File: src/rtl/aes_input_loader.sv
// Byte-serial key/text collector in front of AES_TOP: assembles Key/InTxt, issues a
// one-cycle KeyValid, then holds the inputs until both encryption and decryption finish.
module aes_input_loader #(
    parameter int TIMEOUT = 4096
) (
    input  logic         clk,
    input  logic         rst,
    input  logic [1:0]   key_len,
    input  logic [7:0]   in_byte,
    input  logic         in_valid,
    output logic         in_ready,
    input  logic         EncFinish,
    input  logic         DecFinish,
    output logic         KeyValid,
    output logic [0:255] Key,
    output logic [0:127] InTxt,
    output logic [3:0]   Nk,
    output logic [3:0]   Nr,
    output logic         busy,
    output logic         frame_done,
    output logic         timeout,
    output logic         cfg_err
);

    typedef enum logic [2:0] {
        IDLE, LOAD_KEY, LOAD_TXT, ISSUE, WAIT_ENC, WAIT_DEC
    } state_t;

    // Expiry is decided in the cycle the count steps to TIMEOUT-1, so the registered
    // timeout pulse lands exactly TIMEOUT cycles after KeyValid.
    localparam logic [15:0] WD_LAST = 16'(TIMEOUT - 2);

    state_t      state_reg, state_next;
    logic [4:0]  cnt_reg;
    logic [15:0] wd_reg;
    logic [7:0]  key_mem [32];
    logic [7:0]  txt_mem [16];
    logic [3:0]  nk_reg, nr_reg;
    logic        enc_q, dec_q;
    logic        kv_reg, done_reg, to_reg, cfg_err_reg;
    logic        accept, enc_rise, dec_rise, wd_expire;
    logic        done_next, to_next;
    logic [4:0]  key_last;

    assign in_ready  = (state_reg == IDLE) || (state_reg == LOAD_KEY) || (state_reg == LOAD_TXT);
    assign busy      = (state_reg != IDLE);
    assign accept    = in_valid & in_ready;
    assign enc_rise  = EncFinish & ~enc_q;
    assign dec_rise  = DecFinish & ~dec_q;
    assign wd_expire = (wd_reg >= WD_LAST);
    assign key_last  = 5'({nk_reg, 2'b00} - 6'd1);

    assign KeyValid   = kv_reg;
    assign frame_done = done_reg;
    assign timeout    = to_reg;
    assign cfg_err    = cfg_err_reg;
    assign Nk         = nk_reg;
    assign Nr         = nr_reg;

    genvar gi;
    generate
        for (gi = 0; gi < 32; gi++) begin : g_key
            assign Key[gi*8 +: 8] = key_mem[gi];
        end
        for (gi = 0; gi < 16; gi++) begin : g_txt
            assign InTxt[gi*8 +: 8] = txt_mem[gi];
        end
    endgenerate

    always_comb begin
        state_next = state_reg;
        done_next  = 1'b0;
        to_next    = 1'b0;
        case (state_reg)
            IDLE:     if (accept) state_next = LOAD_KEY;
            LOAD_KEY: if (accept && cnt_reg == key_last) state_next = LOAD_TXT;
            LOAD_TXT: if (accept && cnt_reg == 5'd15) state_next = ISSUE;
            ISSUE:    state_next = WAIT_ENC;
            WAIT_ENC: begin
                if (enc_rise && dec_rise) begin
                    state_next = IDLE;
                    done_next  = 1'b1;
                end else if (enc_rise) begin
                    state_next = WAIT_DEC;
                end else if (wd_expire) begin
                    state_next = IDLE;
                    to_next    = 1'b1;
                end
            end
            WAIT_DEC: begin
                if (dec_rise) begin
                    state_next = IDLE;
                    done_next  = 1'b1;
                end else if (wd_expire) begin
                    state_next = IDLE;
                    to_next    = 1'b1;
                end
            end
            default:  state_next = IDLE;
        endcase
    end

    always_ff @(posedge clk) begin
        if (rst) begin
            state_reg <= IDLE;
            kv_reg    <= 1'b0;
            done_reg  <= 1'b0;
            to_reg    <= 1'b0;
        end else begin
            state_reg <= state_next;
            kv_reg    <= (state_next == ISSUE);
            done_reg  <= done_next;
            to_reg    <= to_next;
        end
    end

    always_ff @(posedge clk) begin
        if (rst) begin
            for (int i = 0; i < 32; i++) key_mem[i] <= '0;
            for (int i = 0; i < 16; i++) txt_mem[i] <= '0;
            cnt_reg     <= '0;
            wd_reg      <= '0;
            nk_reg      <= '0;
            nr_reg      <= '0;
            cfg_err_reg <= 1'b0;
            enc_q       <= 1'b0;
            dec_q       <= 1'b0;
        end else begin
            enc_q <= EncFinish;
            dec_q <= DecFinish;
            case (state_reg)
                IDLE: if (accept) begin
                    // New frame: wipe the previous key/text so unused key bytes read zero.
                    for (int i = 0; i < 32; i++) key_mem[i] <= '0;
                    for (int i = 0; i < 16; i++) txt_mem[i] <= '0;
                    key_mem[0] <= in_byte;
                    cnt_reg    <= 5'd1;
                    case (key_len)
                        2'b01:   begin nk_reg <= 4'd6; nr_reg <= 4'd12; end
                        2'b10:   begin nk_reg <= 4'd8; nr_reg <= 4'd14; end
                        default: begin nk_reg <= 4'd4; nr_reg <= 4'd10; end
                    endcase
                    if (key_len == 2'b11) cfg_err_reg <= 1'b1;
                end
                LOAD_KEY: if (accept) begin
                    key_mem[cnt_reg] <= in_byte;
                    cnt_reg <= (cnt_reg == key_last) ? 5'd0 : cnt_reg + 5'd1;
                end
                LOAD_TXT: if (accept) begin
                    txt_mem[cnt_reg[3:0]] <= in_byte;
                    cnt_reg <= (cnt_reg == 5'd15) ? 5'd0 : cnt_reg + 5'd1;
                end
                ISSUE:              wd_reg <= '0;
                WAIT_ENC, WAIT_DEC: wd_reg <= wd_reg + 16'd1;
                default: ;
            endcase
        end
    end

endmodule

File: config.mk
export PLATFORM = sky130hd
export DESIGN_NAME = aes_input_loader
export DESIGN_NICKNAME = d
export VERILOG_FILES = /design/src/rtl/aes_input_loader.sv
export SDC_FILE = /design/constraint.sdc
export NUM_CORES = 1
export LEC_CHECK = 0
export ABC_CLOCK_PERIOD_IN_PS = 2700
export BUFFER_PORTS_ARGS = -buffer_cell sky130_fd_sc_hd__clkbuf_2
export CORE_UTILIZATION = 53
export DETAILED_ROUTE_END_ITERATION = 6
export PLACE_DENSITY = 0.79
export SETUP_SLACK_MARGIN = 0.3
export SLEW_MARGIN = 20
export SYNTH_ARGS = -nofsm -noshare
export SYNTH_HDL_FRONTEND = slang
export SYNTH_SLANG_ARGS = --single-unit
File: constraint.sdc
create_clock -name clk -period 2.7 [get_ports clk]
set_clock_uncertainty 0.1 [all_clocks]
set_input_delay 0.27 -clock clk [delete_from_list [all_inputs] [get_ports clk]]
set_output_delay 0.27 -clock clk [all_outputs]
set_load 0.01 [all_outputs]
# Word-level counts from Yosys, hierarchy flattened
# Memory sizes are Yosys's and may differ from the RTL's.
# Cells that the tools add are included.
[totals]
ram_bits = 384
latch_bits = 0
register_bits = 38
output_inout_bits = 398
elab_cells = 192
mem_bits_ro = 0
memories = 2
[mem_list]
columns = ["name", "words", "width", "read_ports", "rd_ports_with_merged_regs", "write_ports", "line_no", "rtl"]
rows = [
  ["key_mem", 32, 8, 32, 0, 32, "36", "logic [7:0] key_mem [32];"],
  ["txt_mem", 16, 8, 16, 0, 16, "37", "logic [7:0] txt_mem [16];"],
]
[op_classes]
muxes = 92
reduce_logical = 15
n_shift = 0
div_mod_pow = 0
n_mul = 0
addsub = 3
eq_ne = 14
magnitude_cmp = 1
bitwise_logic = 54
[op_table]
columns = ["cell", "n"]
rows = [
  ["two-way mux 8 bit", 51],
  ["OR 1 bit", 49],
  ["one-hot mux 16 bit (2 select lines)", 1],
  ["two-way mux 5 bit", 6],
  ["two-way mux 3 bit", 7],
  ["two-way mux 1 bit", 20],
  ["one-hot mux 3 bit (6 select lines)", 1],
  ["adder 16 x 1 -> 16 bit (second input constant)", 1],
  [">= comparator 16 x 12 -> 1 bit (second input constant)", 1],
  ["OR reduction 8 bit", 2],
  ["one-hot mux 5 bit (3 select lines)", 1],
  ["equality test 3 x 2 -> 1 bit (second input constant)", 3],
  ["one-hot mux 4 bit (2 select lines)", 1],
  ["equality test 3 bit (second input constant)", 2],
  ["!= test 2 bit (second input constant)", 3],
  ["one-hot mux 3 bit (2 select lines)", 1],
  ["nonzero test 3 bit", 2],
  ["adder 5 x 1 -> 5 bit (second input constant)", 1],
  ["equality test 5 x 4 -> 1 bit (second input constant)", 1],
  ["equality test 5 bit", 1],
  ["subtractor 5 x 1 -> 5 bit (second input constant)", 1],
  ["equality test 2 bit (second input constant)", 2],
  ["two-way mux 4 bit", 1],
  ["one-hot mux 1 bit (2 select lines)", 2],
  ["12 further kinds", 18],
]

# Longest topological paths before layout
[depth]
word_depth = 11
depth_mapped = 8
mapped_depth_nobuf = 8

# Worst setup path before layout
# Ideal clock, no wire load.
[synth_path]
path_type = "flip-flop to flip-flop"
from = "register cnt_reg[0]"
to = "memory txt_mem[11][0] (enable)"
slack_ns = 0.612
arrival_time_ns = 1.604
path_stages_with_launch = 5
setup_time_ns = 0.384
path_buffers = 0
cell_sequence = "dfxtp_1 > ha_1 > nor2b_1 > nand2_1 > o21ai_0"
[synth_lines]
columns = ["item", "line_no", "rtl"]
rows = [
  ["from (decl)", "34", "logic [4:0] cnt_reg;"],
  ["from (signal assigned)", "147", "cnt_reg <= (cnt_reg == key_last) ? 5'd0 : cnt_reg + 5'd1;"],
  ["from (signal assigned)", "151", "cnt_reg <= (cnt_reg == 5'd15) ? 5'd0 : cnt_reg + 5'd1;"],
  ["to (decl)", "37", ""],
]

==> out/qor.csv <==
stage,metric,value,unit
timing,RSZ-0062 raised after global routing,yes,
run,max_cap viols,0,
clock_tree,clock slew at the register clock pins of the worst setup and hold paths,0.06,ns
detailed_routing,via density per instance,5.41,
synth,number of warnings issued by yosys,0,
clock_tree,clock tree root buffer cell,sky130_fd_sc_hd__clkbuf_16,
clock_tree,H-tree Lvls,2,
detailed_routing,routed length per instance,21.6,µm
critical_path,slowest CP cell,sky130_fd_sc_hd__o21ai_1,
critical_path,ordered cell list for the critical path,buf_4 > and4bb_2 > nand2_2 > o21ai_1,
clock_tree,maximum root-to-sink buffer count,3,
place,final weighted congestion of routability-driven global placement,0.835,
detailed_routing,Final Routed Wirelength,43900,µm
timing,worst slew margin relative to its limit,48.7,%
pwr,switch share,22.9,%
grt,first-pass GRT wire length,65400,µm
synth,async set-reset flop share out of synthesis,0,%
pwr,proportion of power drawn by flip-flops and latches,54.0,%
floorplanning,vertical die dimension,180,µm
grt,number of antenna violations at the first check in global routing,3,
floorplanning,Floorplan Core Area,30800,µm²
synth,most used standard cells in the synthesized netlist,"sky130_fd_sc_hd__edfxtp_1 (384), sky130_fd_sc_hd__and2_1 (379), sky130_fd_sc_hd__clkbuf_1 (53)",
floorplanning,row cnt,64,
pwr,power density relative to cell area,675,nW/µm²
pwr,maximum vdd ir drop,0.558,mV
synth,Post-synth EDFFs,384,
synth,number of distinct library cell variants in the gate-level netlist after synthesis,61,
detailed_routing,vias after detailed routing,11000,
pwr,internal power summed over all cells,0.0108,W
grt,total congestion overflow after global routing,0,
place,cell area after placement,19400,µm²
pwr,power share of the clock group,38.7,%
finish,layout overhead on the synthesized area,23.4,%
critical_path,start-to-end type of the worst setup path,reg -> reg,
critical_path,category of the worst setup path capture point,flip-flop,
clock_tree,CTS sink count,420,
critical_path,top fanout value on the critical path,20,
timing,total negative setup slack,0,ns
clock_tree,clock tree from TritonCTS,yes,
clock_tree,number of post-CTS setup repair buffers,0,
place,PortBufs,410,
synth,average size of a mapped cell,14.3,µm²
timing,final period demand of the worst path,2.40,ns
synth,Main synth FF type,sky130_fd_sc_hd__edfxtp_1,
synth,number of synthesized register bits,420,
floorplanning,initial standard-cell utilization of the core,54.4,%
run_status,run status,"finished, violations left",
pwr,net switching power,0.00319,W
detailed_routing,TritonRoute pass-1 iters,7,
finish,antenna cell count,0,
pwr,cell leakage power,8.75,nW
clock_tree,number of clock buffers inserted by TritonCTS,42,
timing,number of hold violations in the final report,0,
grt,maximum number of pins on one net before global-route repair,54,
pwr,share of power burned in combinational logic,7.3,%
critical_path,maximum cell stage delay along the critical path,0.73,ns
detailed_routing,count of nets left with antenna violations after detail routing,0,
synth,top-area cell type share of the netlist area,68.7,%
synth,most frequently used cell type in the post-synthesis netlist,sky130_fd_sc_hd__edfxtp_1,
run_status,violations in the final reports,design-rule violations,
floorplanning,Horiz. Die Dim,180,µm
worst_hold_path,worst min-delay path class,in -> reg,
finish,number of nets in the final layout,1630,
critical_path,data required time at the worst endpoint,2.76,ns
timing,Max Clock Freq,417,MHz
synth,Synth area leaders,"sky130_fd_sc_hd__edfxtp_1 (69%), sky130_fd_sc_hd__and2_1 (14%), sky130_fd_sc_hd__dfxtp_1 (4.3%)",
finish,Util after Layout,67.1,%
synth,Mapped Cells,1174,
grt,global router's overall resource usage,26.9,%
place,dpl hpwl,28800,µm
grt,vias in the first global route,10900,
floorplanning,area enclosed by the die boundary,32400,µm²
clock_tree,latest clock arrival within the worst-skew pair,0.54,ns
critical_path,data arrival time of the critical path,2.46,ns
detailed_routing,Starting DRT DRC Count,869,
timing,worst-margin pin slew,0.765,ns
synth,combined area of all synthesized cells,16800,µm²
synth,sequential cell area fraction in the yosys report,73.0,%
detailed_routing,Remaining DRCs,36,
timing,Final Max Slew Viols,0,
finish,area of all placed cells without fillers,20700,µm²
timing,share of the clock period used by the worst path,88.8,%
critical_path,type of origin of the critical path,flip-flop,
floorplanning,Boundary Pins,413,
synth,post-synth top area cell,sky130_fd_sc_hd__edfxtp_1,
timing,"Setup violations, final",0,
finish,max FFs per register,256,
finish,share of cells above drive strength 1,33.9,%
-- what timing repair did --
| action | in CTS | in global routing |
|---|---|---|
| endpoints found under the setup margin | 56 | 153 |
| gates resized for setup | 5 | 14 |
| hold endpoints to repair | 2 | 0 |
| pin swaps | 0 | 1 |
| hold buffers | 2 | 0 |
-- power by group through the flow --
| stage | clock (W) | sequential, W | combinational, W |
|---|---|---|---|
| 6_report | 0.00541 | 0.00755 | 0.00102 |
| 5_1_grt | 0.00571 | 0.00757 | 0.00107 |
| 4_1_cts | 0.00544 | 0.00755 | 0.00101 |
| 3_5_place_dp | 0 | 0.00768 | 0.00101 |
| 3_3_place_gp | 0 | 0.00767 | 0.000991 |
| 2_1_floorplan | 0 | 0.00784 | 0.000263 |
-- logic make-up after synthesis --
group / share of synthesized area, %
AO/OA/AOI/OAI: 3.47
XOR/XNOR: 0.261
flip-flops: 73.0
multiplexers: 0.268
AND/OR/NAND/NOR: 20.0
other: 0.0224
buffers and inverters: 2.03
adder cells (fa/ha/maj): 0.970
-- worst paths after layout --
path	from	end	slack [ns]	cells after the start
min reg2reg	Nr[1]	Nr[1]	0.37	2
max reg2reg	state_reg[1]	key_mem[30][1]	0.30	4
max	state_reg[1]	key_mem[30][1]	0.30	4
min	key_len[1]	Nr[2]	0.02	3
-- worst max-delay path, delay by kind of cell, from the launching register on --
family	cells	cell delay, ns
AOI/OAI and AO/OA	1	0.73
and+or+nand+nor	2	0.69
DFF	1	0.31
buffers and inverters	1	0.19
-- layer usage --
metal | GRT usage, % | vias up | routed length (µm)
li1 | - | 4963 | -
met1 | 32.8 | 5364 | 16700
met2 | 45.6 | 554 | 21700
met3 | 6.95 | 99 | 3950
met4 | 11.2 | 0 | 1530
met5 | 0 | - | 0
-- layout make-up --
class	count	area, µm²
fill	2154	10100
tap	396	495
timing repair buffer	454	2400
multi-input combinational	672	4260
inverter	12	45.0
clock inverter	15	111
clock buffer	60	1140
sequential	420	12300
-- metrics by stage --
stage / hold slack, ns / cells / total power (W) / setup slack [ns]
floorplan: 0.298 / 1175 / 0.00810 / 0.612
global placement: 0.348 / 1952 / 0.00866 / 0.284
global route: 0.0281 / 2029 / 0.0144 / 0.195
finish: 0.0208 / 2029 / 0.0140 / 0.301
detailed placement: 0.349 / 1952 / 0.00869 / 0.195
CTS: 0.00179 / 2029 / 0.0140 / 0.205
-- layout by cell type (no fill, tap or decap), drive strengths merged, types with 2 or more instances in the layout --
cell	count
o211ai	5
ha	13
dfxtp	36
a21oi	13
nor4	4
mux2	4
or4	4
nand3	8
nor2	58
a22o	2
a311oi	3
o21ai	55
clkinv	12
clkbuf	470
conb	2
nand2	31
nand4b	3
or3	6
xor2	4
o311ai	2
nor3b	2
o21a	2
or2	2
dlygate4sd3	2
a2111oi	2
nor2b	20
buf	42
nor3	15
inv	14
edfxtp	384
and4bb	2
nand2b	9
a31oi	4
nand3b	2
nand4	4
and2	379
Note: power is estimated with default switching activity, not from simulation.
